<file path="src/rtl/coin_disp_pkg.sv">
// Shared definitions for the coin machine drive and debounce logic.
// State encoding and default timing constants.
package coin_disp_pkg;

  typedef enum logic [1:0] {
    S_IDLE = 2'd0,
    S_ON   = 2'd1,
    S_OFF  = 2'd2
  } state_t;

  localparam int DEF_ON_CYCLES  = 25000000;
  localparam int DEF_OFF_CYCLES = 25000000;
  localparam int DEF_CNT_W      = 26;
  localparam int DEF_COUNT_W    = 8;

endpackage

</file>
<file path="src/rtl/phase_timer.sv">
// Phase timer: counts up from a load to a terminal value, then holds.
// expired flags count==terminal.
module phase_timer #(
  parameter int CNT_W = 26
) (
  input  logic             clock,
  input  logic             reset,
  input  logic             load,
  input  logic [CNT_W-1:0] terminal,
  output logic             expired
);

  logic [CNT_W-1:0] count;

  assign expired = (count == terminal);

  always_ff @(posedge clock or posedge reset) begin
    if (reset) begin
      count <= '0;
    end else if (load) begin
      count <= '0;
    end else if (!expired) begin
      count <= count + 1'b1;
    end
  end

endmodule

</file>
<file path="src/rtl/coin_dispense_driver.sv">
// Coin dispense driver: turns a request for N coins into N timed
// actuator pulses, then reports completion (normal or aborted).
module coin_dispense_driver
  import coin_disp_pkg::*;
#(
  parameter int ON_CYCLES  = DEF_ON_CYCLES,
  parameter int OFF_CYCLES = DEF_OFF_CYCLES,
  parameter int CNT_W      = DEF_CNT_W,
  parameter int COUNT_W    = DEF_COUNT_W
) (
  input  logic               clock,
  input  logic               reset,
  input  logic               req_valid,
  input  logic [COUNT_W-1:0] req_count,
  output logic               req_ready,
  input  logic               abort,
  output logic               actuator,
  output logic               busy,
  output logic               done,
  output logic               aborted,
  output logic [COUNT_W-1:0] dispensed
);

  localparam logic [CNT_W-1:0] ON_T  = CNT_W'(ON_CYCLES - 1);
  localparam logic [CNT_W-1:0] OFF_T = CNT_W'(OFF_CYCLES - 1);

  state_t             state, state_n;
  logic [COUNT_W-1:0] remaining, remaining_n;
  logic [COUNT_W-1:0] dispensed_n;
  logic               done_n, aborted_n;
  logic               load, expired;

  phase_timer #(.CNT_W(CNT_W)) u_timer (
    .clock    (clock),
    .reset    (reset),
    .load     (load),
    .terminal ((state == S_ON) ? ON_T : OFF_T),
    .expired  (expired)
  );

  assign req_ready = (state == S_IDLE);
  assign busy      = (state != S_IDLE);

  always_comb begin
    state_n     = state;
    remaining_n = remaining;
    dispensed_n = dispensed;
    done_n      = 1'b0;
    aborted_n   = 1'b0;
    load        = 1'b0;
    unique case (state)
      S_IDLE: begin
        if (req_valid) begin
          dispensed_n = '0;
          if (req_count == '0) begin
            done_n = 1'b1;
          end else begin
            remaining_n = req_count;
            load        = 1'b1;
            state_n     = S_ON;
          end
        end
      end
      S_ON: begin
        // abort beats a coincident terminal count: pulse not counted
        if (abort) begin
          state_n   = S_IDLE;
          done_n    = 1'b1;
          aborted_n = 1'b1;
        end else if (expired) begin
          dispensed_n = dispensed + 1'b1;
          remaining_n = remaining - 1'b1;
          load        = 1'b1;
          state_n     = S_OFF;
        end
      end
      S_OFF: begin
        if (abort) begin
          state_n   = S_IDLE;
          done_n    = 1'b1;
          aborted_n = 1'b1;
        end else if (expired) begin
          if (remaining == '0) begin
            state_n = S_IDLE;
            done_n  = 1'b1;
          end else begin
            load    = 1'b1;
            state_n = S_ON;
          end
        end
      end
      default: state_n = S_IDLE;
    endcase
  end

  always_ff @(posedge clock or posedge reset) begin
    if (reset) begin
      state     <= S_IDLE;
      remaining <= '0;
      dispensed <= '0;
      done      <= 1'b0;
      aborted   <= 1'b0;
      actuator  <= 1'b0;
    end else begin
      state     <= state_n;
      remaining <= remaining_n;
      dispensed <= dispensed_n;
      done      <= done_n;
      aborted   <= aborted_n;
      actuator  <= (state_n == S_ON);
    end
  end

endmodule
</file>
<file path="config.mk">
export PLATFORM = sky130hd
export DESIGN_NAME = coin_dispense_driver
export DESIGN_NICKNAME = d
export VERILOG_FILES = /design/src/rtl/coin_disp_pkg.sv /design/src/rtl/phase_timer.sv /design/src/rtl/coin_dispense_driver.sv
export SDC_FILE = /design/constraint.sdc
export NUM_CORES = 1
export LEC_CHECK = 0
export CORE_MARGIN = 10
export CORE_UTILIZATION = 53
export CTS_CLUSTER_SIZE = 25
export DETAILED_ROUTE_END_ITERATION = 8
export GPL_TIMING_DRIVEN = 0
export PLACE_DENSITY = 0.77
export SLEW_MARGIN = 20
export SYNTH_ARGS = -nofsm -noshare
export SYNTH_HDL_FRONTEND = slang
export SYNTH_HIERARCHICAL = 1
export SYNTH_SLANG_ARGS = --single-unit
</file>
<file path="constraint.sdc">
create_clock -name clock -period 2.85 [get_ports clock]
set_clock_uncertainty 0.15 [all_clocks]
set_input_delay 0.285 -clock clock [delete_from_list [all_inputs] [get_ports clock]]
set_output_delay 0.285 -clock clock [all_outputs]
set_load 0.03 [all_outputs]
</file>
Yosys cells after proc, flatten, opt, wreduce, memory -nomap -nowiden
Cells that the tools add are included.
Cells by class
  add/subtract/negate cells: 3
  eq/ne operators: 9
  multiplexer cells: 35
  reduce and logical (&&, ||, !) cells: 8
Operators by type and width (number)
  two-way mux 8 bit: 7
  two-way mux 26 bit: 2
  case mux 8 bit (2 select lines): 2
  adder 26 x 1 -> 26 bit (second input constant): 1
  equality test 26 x 25 -> 1 bit (second input constant): 1
  logical NOT 8 bit: 2
  two-way mux 1 bit: 15
  two-way mux 2 bit: 6
  != test 2 bit (second input constant): 5
  adder 8 x 1 -> 8 bit (second input constant): 1
  subtractor 8 x 1 -> 8 bit (second input constant): 1
  case mux 1 bit (3 select lines): 2
  case mux 2 bit (3 select lines): 1
  AND reduction 5 bit: 1
  equality test 2 x 1 -> 1 bit (second input constant): 2
  AND reduction 4 bit: 1
  nonzero test 2 bit: 2
  equality test 2 bit (second input constant): 1
  logical NOT 2 bit: 1
  OR reduction 2 bit: 1
Storage, ports and cells
  register bits: 47
  output and inout bits: 13

Longest topological paths before layout
Gate-level depths: netlist of the first run.
  depth after elaboration: 6
  gate-level depth with buffers: 13
  gate-level depth less buffers: 8

Modules after synthesis
Netlist of the first run, hierarchy kept.
By module, submodules not included
  phase_timer: instances 1, cells an instance 196, area each 1754.2 µm²
  coin_dispense_driver: instances 1, cells an instance 154, area each 1318.8 µm²

Least setup slack after synthesis of the first run
OpenSTA, ideal clock, no wires.
  path type: flip-flop to flip-flop
  start: reg u_timer.count[17]
  end: reg u_timer.count[0]
  arrival: 2621 ps
  slack: -53 ps
  cell stages (with the launch flop): 13
  buffers on the path: 5
  period minus slack after synthesis: 2903 ps
  cell sequence: dfrtp_1 -> xor2_1 -> nor4_1 -> nand4_1 -> nor2_2 -> buf_4 -> buf_4 -> nand2b_1 -> clkbuf_1 -> o31ai_1 -> buf_1 -> clkbuf_1 -> nor2_1
Between the ends
  cells in the longest elaborated chain, start to end: 5
  elaborated cells between the ends (all ways): 8
  those cells by class: eq/ne (2); mux (6)
RTL lines
  from (decl): RTL line phase_timer.sv:13  | logic [CNT_W-1:0] count;
  from (signal assigned): RTL line phase_timer.sv:23  | count <= count + 1'b1;
  equality test 26 x 25 -> 1 bit *: RTL line phase_timer.sv:15  | assign expired = (count == terminal);
  named net expired: RTL line coin_dispense_driver.sv:31  | logic load, expired;
  two-way mux 1 bit, on equally long branches: RTL line coin_dispense_driver.sv:82, coin_dispense_driver.sv:70
  two-way mux 1 bit, on equally long branches: RTL line coin_dispense_driver.sv:78, coin_dispense_driver.sv:66
  case mux 1 bit (3 select lines) *: RTL line coin_dispense_driver.sv:51  | unique case (state)
  named net load: RTL line coin_dispense_driver.sv:31
  != test 2 bit (no line) or two-way mux 26 bit (tied branches)
The timed path passes the listed nets; every way through them passes the cells marked *.
A chain may end at the register's enable or synchronous reset.

Final worst setup path of the first run
  start: reg u_timer.count[7]
  end: reg dispensed[7]
Between the ends
  cells in the longest elaborated chain, start to end: 3
RTL lines
  equality test 26 x 25 -> 1 bit: RTL line phase_timer.sv:15
  named net expired: RTL line coin_dispense_driver.sv:31
  != test 2 bit (no line)
  AND reduction 4 bit (no line)
  to (signal assigned): RTL line coin_dispense_driver.sv:107  | dispensed <= dispensed_n;
  to (decl): RTL line coin_dispense_driver.sv:21  | output logic [COUNT_W-1:0] dispensed
The timed path passes the listed nets, and every way through them passes these cells.

==> impl_metrics.ini, run 1 <==
[logic_synthesis]
async_reset_ff_share_pct = 100
synth_warnings = 6
synth-simple-area-share_pct = 24.3
synth-seq-area-share_pct = 38.3
dominantRegCellSynth = dfrtp_1
synth_top_family_by_area = simple AND/OR/NAND/NOR gates
synthMuxAreaShare_pct = 1.38
synth_xor_area_share_pct = 10.8
synth_compound_area_share_pct = 17.1
synth_cells = 350
ys_types = 54
synth_area_per_cell_um2 = 8.78
yosys.area_share.adder_pct = 3.26
syn_area_um2 = 3070
synth_edf_count = 0
ys_seq_elements = 47

[global_route]
antenna_found_initial = 0
overflow = 0
grt_pass1_vias = 2796
grt_max_degree = 27
grtUsageTotal_pct = 17.4
grt_pass1_wl_mm = 13.1

[placement]
routabilityCongestion = 0.889
dpl.hpwl_mm = 5.42
dpl.cell_count = 470
io_buffer_count = 24

[setup_path]
critPathMaxStageDelay_ns = 0.50
critical-path-slowest-cell = or4_1
worst_setup_path_end_kind = flop
crit_type = reg2reg
critPathTopFamily = simple AND/OR/NAND/NOR gates
critPathRequiredTime_ns = 2.94
path_max_fanout = 8
crit_chain = xor2_1 -> nor4_2 -> nand4_1 -> nor2_2 -> buf_8 -> nand2b_4 -> a21o_1 -> or4_1 -> a21oi_1
critPathLaunchType = flop
cp_num_buf_inv = 1
arrival_ns = 2.82

[clocking]
cts-root-buf = clkbuf_8
clkLatencyLatePin_ns = 0.30
cts_tree = yes
cts_max_level = 2
cts_buffers = 5
clockBufferDepth = 2
path_clk_slew_ns = 0.09
cts_num_sinks = 47

[die]
coreArea_um2 = 5570
die_h_um = 96.1
io_pins = 25
rows = 27
start_util_pct = 55.1
fp.dieArea_um2 = 9240
die_x_um = 96.1

[final_layout]
final_common_cell = dfrtp_1
fin_nets = 435
fin_cells = 488
antenna_cells = 0
mostFrequentLayoutCells = dfrtp_1 (46), xor2_1 (29), a21oi_1 (27), conb_1 (26)
syn2layout_area_growth_pct = 23.2
layout-drive-gt1-share_pct = 12.0

[detailed_routing]
wl_per_cell_um = 15.8
num_vias = 2834
via_per_inst = 5.81
drc = 0
final_antenna_net_count = 0
wl_mm = 7.72
drtIter0Drc = 134
dr.pass1.iters = 5

[timing]
finalHoldViolCount = 0
final-setup-viol-count = 0
slew_headroom_pct = 37.7
period_needed_ns = 2.74
slew_viol_final = 0
fin_tns_setup_ns = 0
worstMarginPinSlew_ns = 0.928
fmax_mhz = 365
finalCritPeriodShare_pct = 96.1

[pwr]
peakVddDrop_mv = 0.501
leakage_uw = 0.00163
p_sw_uw = 1040
comb_power_share_pct = 41.5
clock_power_share_pct = 20.8
p_per_area_nw_per_um2 = 664
seqPwrFrac_pct = 37.6
power.internal_uw = 1470
p_sw_share_pct = 41.5

[job]
cap_violations = 0

[run_status]
status = finished clean

[min_path]
hp-class = in2async
==> worst paths after layout <==
kind,start,to,slack [ns],cells past startpoint
setup / recovery,u_timer/count[7],dispensed[7],0.11,9
hold / removal,reset,u_timer/count[20],0.24,2
setup reg to reg,u_timer/count[7],dispensed[7],0.11,9
hold reg to reg,remaining[0],remaining[0],0.35,1
max in group asynchronous,reset,remaining[7],1.71,2
min in group clock,remaining[0],remaining[0],0.35,1
==> power by group through the flow <==
stage,clock [uW],combinational (uW),sequential [uW]
2_1_floorplan,0,642,987
3_3_place_gp,0,982,947
3_5_place_dp,0,1000,953
4_1_cts,529,1020,943
5_1_grt,557,1170,968
6_report,523,1040,946
==> Yosys cell counts, types with 3 or more instances <==
| cell type | number | share of area (%) |
|---|---|---|
| a211oi_1 | 4 | 0.98 |
| a21oi_1 | 28 | 4.6 |
| a31oi_1 | 5 | 1.0 |
| and2_1 | 3 | 0.61 |
| and3_1 | 4 | 0.81 |
| buf_2 | 4 | 0.65 |
| clkbuf_1 | 9 | 1.1 |
| dfrtp_1 | 47 | 38 |
| ha_1 | 8 | 3.3 |
| inv_1 | 14 | 1.7 |
| nand2_1 | 20 | 2.4 |
| nand2b_1 | 4 | 0.81 |
| nand3_1 | 24 | 3.9 |
| nand4_1 | 10 | 2.0 |
| nor2_1 | 23 | 2.8 |
| nor3_1 | 3 | 0.49 |
| nor4_1 | 12 | 2.4 |
| o21ai_0 | 19 | 3.1 |
| o2bb2ai_1 | 3 | 0.86 |
| o31ai_1 | 8 | 2.0 |
| or3_1 | 11 | 2.2 |
| or4_1 | 6 | 1.5 |
| xnor2_1 | 9 | 2.6 |
| xor2_1 | 29 | 8.3 |
==> layer usage <==
layer / vias up / routed length [um] / global-route usage, %
met5: - / 0 / 0
met4: 0 / 85 / 5.65
met3: 7 / 433 / 3.58
met2: 84 / 3920 / 29.7
met1: 1365 / 3280 / 21.2
li1: 1378 / - / -
==> stage by stage <==
step,total power [uW],utilization [%],cell area (um2),worst slack [ns],hold WS (ns)
after CTS,2490,66.6,3710,0.0254,0.338
after detailed placement,1950,62.7,3500,-0.728,0.332
after floorplan,1630,-,3170,-0.00163,0.112
after global routing,2690,67.9,3780,-0.0317,0.307
after global placement,1930,62.7,3500,-0.695,0.323
final,2510,67.9,3780,0.112,0.241
==> cell families after synthesis <==
| logic type | Yosys count |
|---|---|
| compound gates | 84 |
| xor+xnor | 38 |
| fa+ha+maj | 8 |
| buf+inv | 33 |
| flops | 47 |
| mux | 4 |
| other cells | 2 |
| simple gates | 134 |
==> flip-flops by register name, summed over array words and instances, names as in the netlist <==
signal         count
u_timer/count     26
dispensed          8
remaining          8
state              2
aborted            1
actuator           1
done               1
==> worst reg2reg max path, stage by stage, from the launching register on <==
cell,delay [ns]
dfrtp_2,0.45
xor2_1,0.19
nor4_2,0.35
nand4_1,0.19
nor2_2,0.21
buf_8,0.15
nand2b_4,0.10
a21o_1,0.22
or4_1,0.50
a21oi_1,0.15
==> timing repair <==
action | CTS | global route
pin swaps | 5 | 5
gates cloned | 1 | 0
endpoints found under the setup margin | 42 | 34
hold buffers | 0 | 0
setup buffers | 4 | 7
resized for setup | 12 | 6
==> cell type report <==
type                    instances  area, um2
plain buffers                  16       95.1
clock buffers                   6       82.6
clock inverters                 2       35.0
fillers                       478       1790
inverters                      15       56.3
multi-input cells             294       1890
flip-flops and latches         47       1180
well taps                      72       90.1
repair buffers                 36        355
(Power assumes the default switching activity.)
==> run 2, diff against run 1 <==
--- a/config.mk
+++ b/config.mk
@@ -9,10 +9,10 @@
 export CORE_UTILIZATION = 53
 export CTS_CLUSTER_SIZE = 25
 export DETAILED_ROUTE_END_ITERATION = 8
-export GPL_TIMING_DRIVEN = 0
 export PLACE_DENSITY = 0.77
 export SLEW_MARGIN = 20
 export SYNTH_ARGS = -nofsm -noshare
 export SYNTH_HDL_FRONTEND = slang
 export SYNTH_HIERARCHICAL = 1
 export SYNTH_SLANG_ARGS = --single-unit
+export TNS_END_PERCENT = 20
==> impl_metrics.ini, run 2 (synthesis gave the netlist of run 1 again) <==
[run_status]
status = finished clean

[setup_path]
rr_startpoint = u_timer/count[9]
crit_chain = xor2_1 -> nor4_2 -> nand3_1 -> nor2_2 -> nand2b_2 -> a21o_1 -> or4_1 -> a21oi_1
r2r-end = dispensed[7]
crit_type = reg2reg
startpoint = u_timer/count[9]
path_max_fanout = 8
worstRegToRegCells = 8
critPathRequiredTime_ns = 2.93
r2r_slack_ns = 0.15
worst_setup_path_end_kind = flop
critPathLaunchType = flop
critPathMaxStageDelay_ns = 0.51
arrival_ns = 2.78
crit_end = dispensed[7]
critical-path-slowest-cell = or4_1

[clocking]
clkLatencyLatePin_ns = 0.31
cts-root-buf = clkbuf_8
path_clk_slew_ns = 0.10
clockBufferDepth = 2
cts_tree = yes
cts_buffers = 5
cts_num_sinks = 47
cts-hold-fix-buffers = 0
cts_max_level = 2
postCtsSetupBuffers = 0

[die]
fp.dieArea_um2 = 9240
die_h_um = 96.1
coreArea_um2 = 5570
die_x_um = 96.1
rows = 27
start_util_pct = 55.1
io_pins = 25

[timing]
finalHoldViolCount = 0
layout_setup_ws_ns = 0.153
slew_viol_final = 0
final-setup-viol-count = 0
finalCritPeriodShare_pct = 94.6
holdWs_ns = 0.213
fmax_mhz = 371
worstMarginPinSlew_ns = 0.813
period_needed_ns = 2.70
slew_headroom_pct = 45.8

[final_layout]
final_common_cell = dfrtp_1
mostFrequentLayoutCells = dfrtp_1 (47), xor2_1 (29), a21oi_1 (28), conb_1 (26)
layout-drive-gt1-share_pct = 8.79
largest_register_ffs = 26
fillers = 520
fin_nets = 417
syn2layout_area_growth_pct = 17.3
antenna_cells = 0
top_regs = u_timer/count (26), dispensed (8), remaining (8)
largest_register = u_timer/count
post-route-util_pct = 64.7

[global_route]
grtUsageTotal_pct = 17.7
grt_pass1_wl_mm = 13.1
overflow = 0
grt_pass1_vias = 2740
antenna_found_initial = 0
grt_max_degree = 36

[pwr]
peakVddDrop_mv = 0.551
p_per_area_nw_per_um2 = 666
leakage_uw = 0.00153

[detailed_routing]
via_per_inst = 5.88
drtIter0Drc = 166
drc = 0
wl_per_cell_um = 16.3
dr.pass1.iters = 5
wl_mm = 7.65
num_vias = 2763
final_antenna_net_count = 0

[min_path]
hp-class = in2async

[placement]
dp_slack_ns = 0.00427
io_buffer_count = 24
routabilityCongestion = 0.888
dpl.hpwl_mm = 5.58

[job]
cap_violations = 0
[run 2: cell count changes in the layout (fill, tap and decap cells not counted), sizes merged]
cell      change
buf           -9
clkinvlp      +2
inv           +1
clkinv        -1
bufinv        -1
bufbuf        -1
clkbuf        -9
[run 2: through the flow]
step	instances	setup TNS (ns)	total power, uW	area (um2)
after CTS	470	0	2390	3590
after global routing	470	-0.00643	2570	3610
after floorplan	374	-0.423	1630	3160
final	470	0	2400	3610
after global placement	462	0	1940	3490
after detailed placement	462	0	1970	3490
[run 2: timing repair]
| item | CTS | global route |
|---|---|---|
| gates resized for setup | 1 | 4 |
| setup endpoints to repair | 1 | 30 |
| pin swaps | 0 | 2 |
[run 2: final cells by class]
cell class | instances | area (um2) | area share [%]
Multi-Input combinational cell | 294 | 1880 | 52.1
Sequential cell | 47 | 1180 | 32.6
Timing Repair Buffer | 34 | 315 | 8.74
Tap cell | 72 | 90.1 | 2.50
Clock buffer | 5 | 68.8 | 1.91
Inverter | 15 | 56.3 | 1.56
Clock inverter | 3 | 20.0 | 0.555
[run 2: power by group]
part / total (uW) / switching [uW] / internal, uW
clock network: 424 / 253 / 172
logic: 1030 / 642 / 391
registers: 945 / 152 / 793
[run 2: worst min-delay path by stage]
stage	slack, ns	end	from	depth (start not counted)
finish	0.21	u_timer/count[6]	reset	3
global route	0.26	u_timer/count[20]	reset	3
CTS	0.23	u_timer/count[20]	reset	3
detailed placement	0.33	remaining[0]	remaining[0]	1
global placement	0.32	remaining[0]	remaining[0]	1
floorplan	0.11	aborted	reset	1
[run 2: layer usage]
layer,track usage [%],part of all wire [%],up-vias
met1,21.6,42,1324
met4,6.76,2.7,0
met3,4.20,4.6,22
met5,0,0,-
li1,-,-,1340
met2,29.5,50,77
[run 2: critical path, delay by kind of cell, from the launching register on]
| kind | cells | cell delay (ns) |
|---|---|---|
| AO/OA/AOI/OAI | 2 | 0.41 |
| AND/OR/NAND/NOR | 5 | 1.41 |
| flip-flops | 1 | 0.44 |
| XOR/XNOR | 1 | 0.20 |
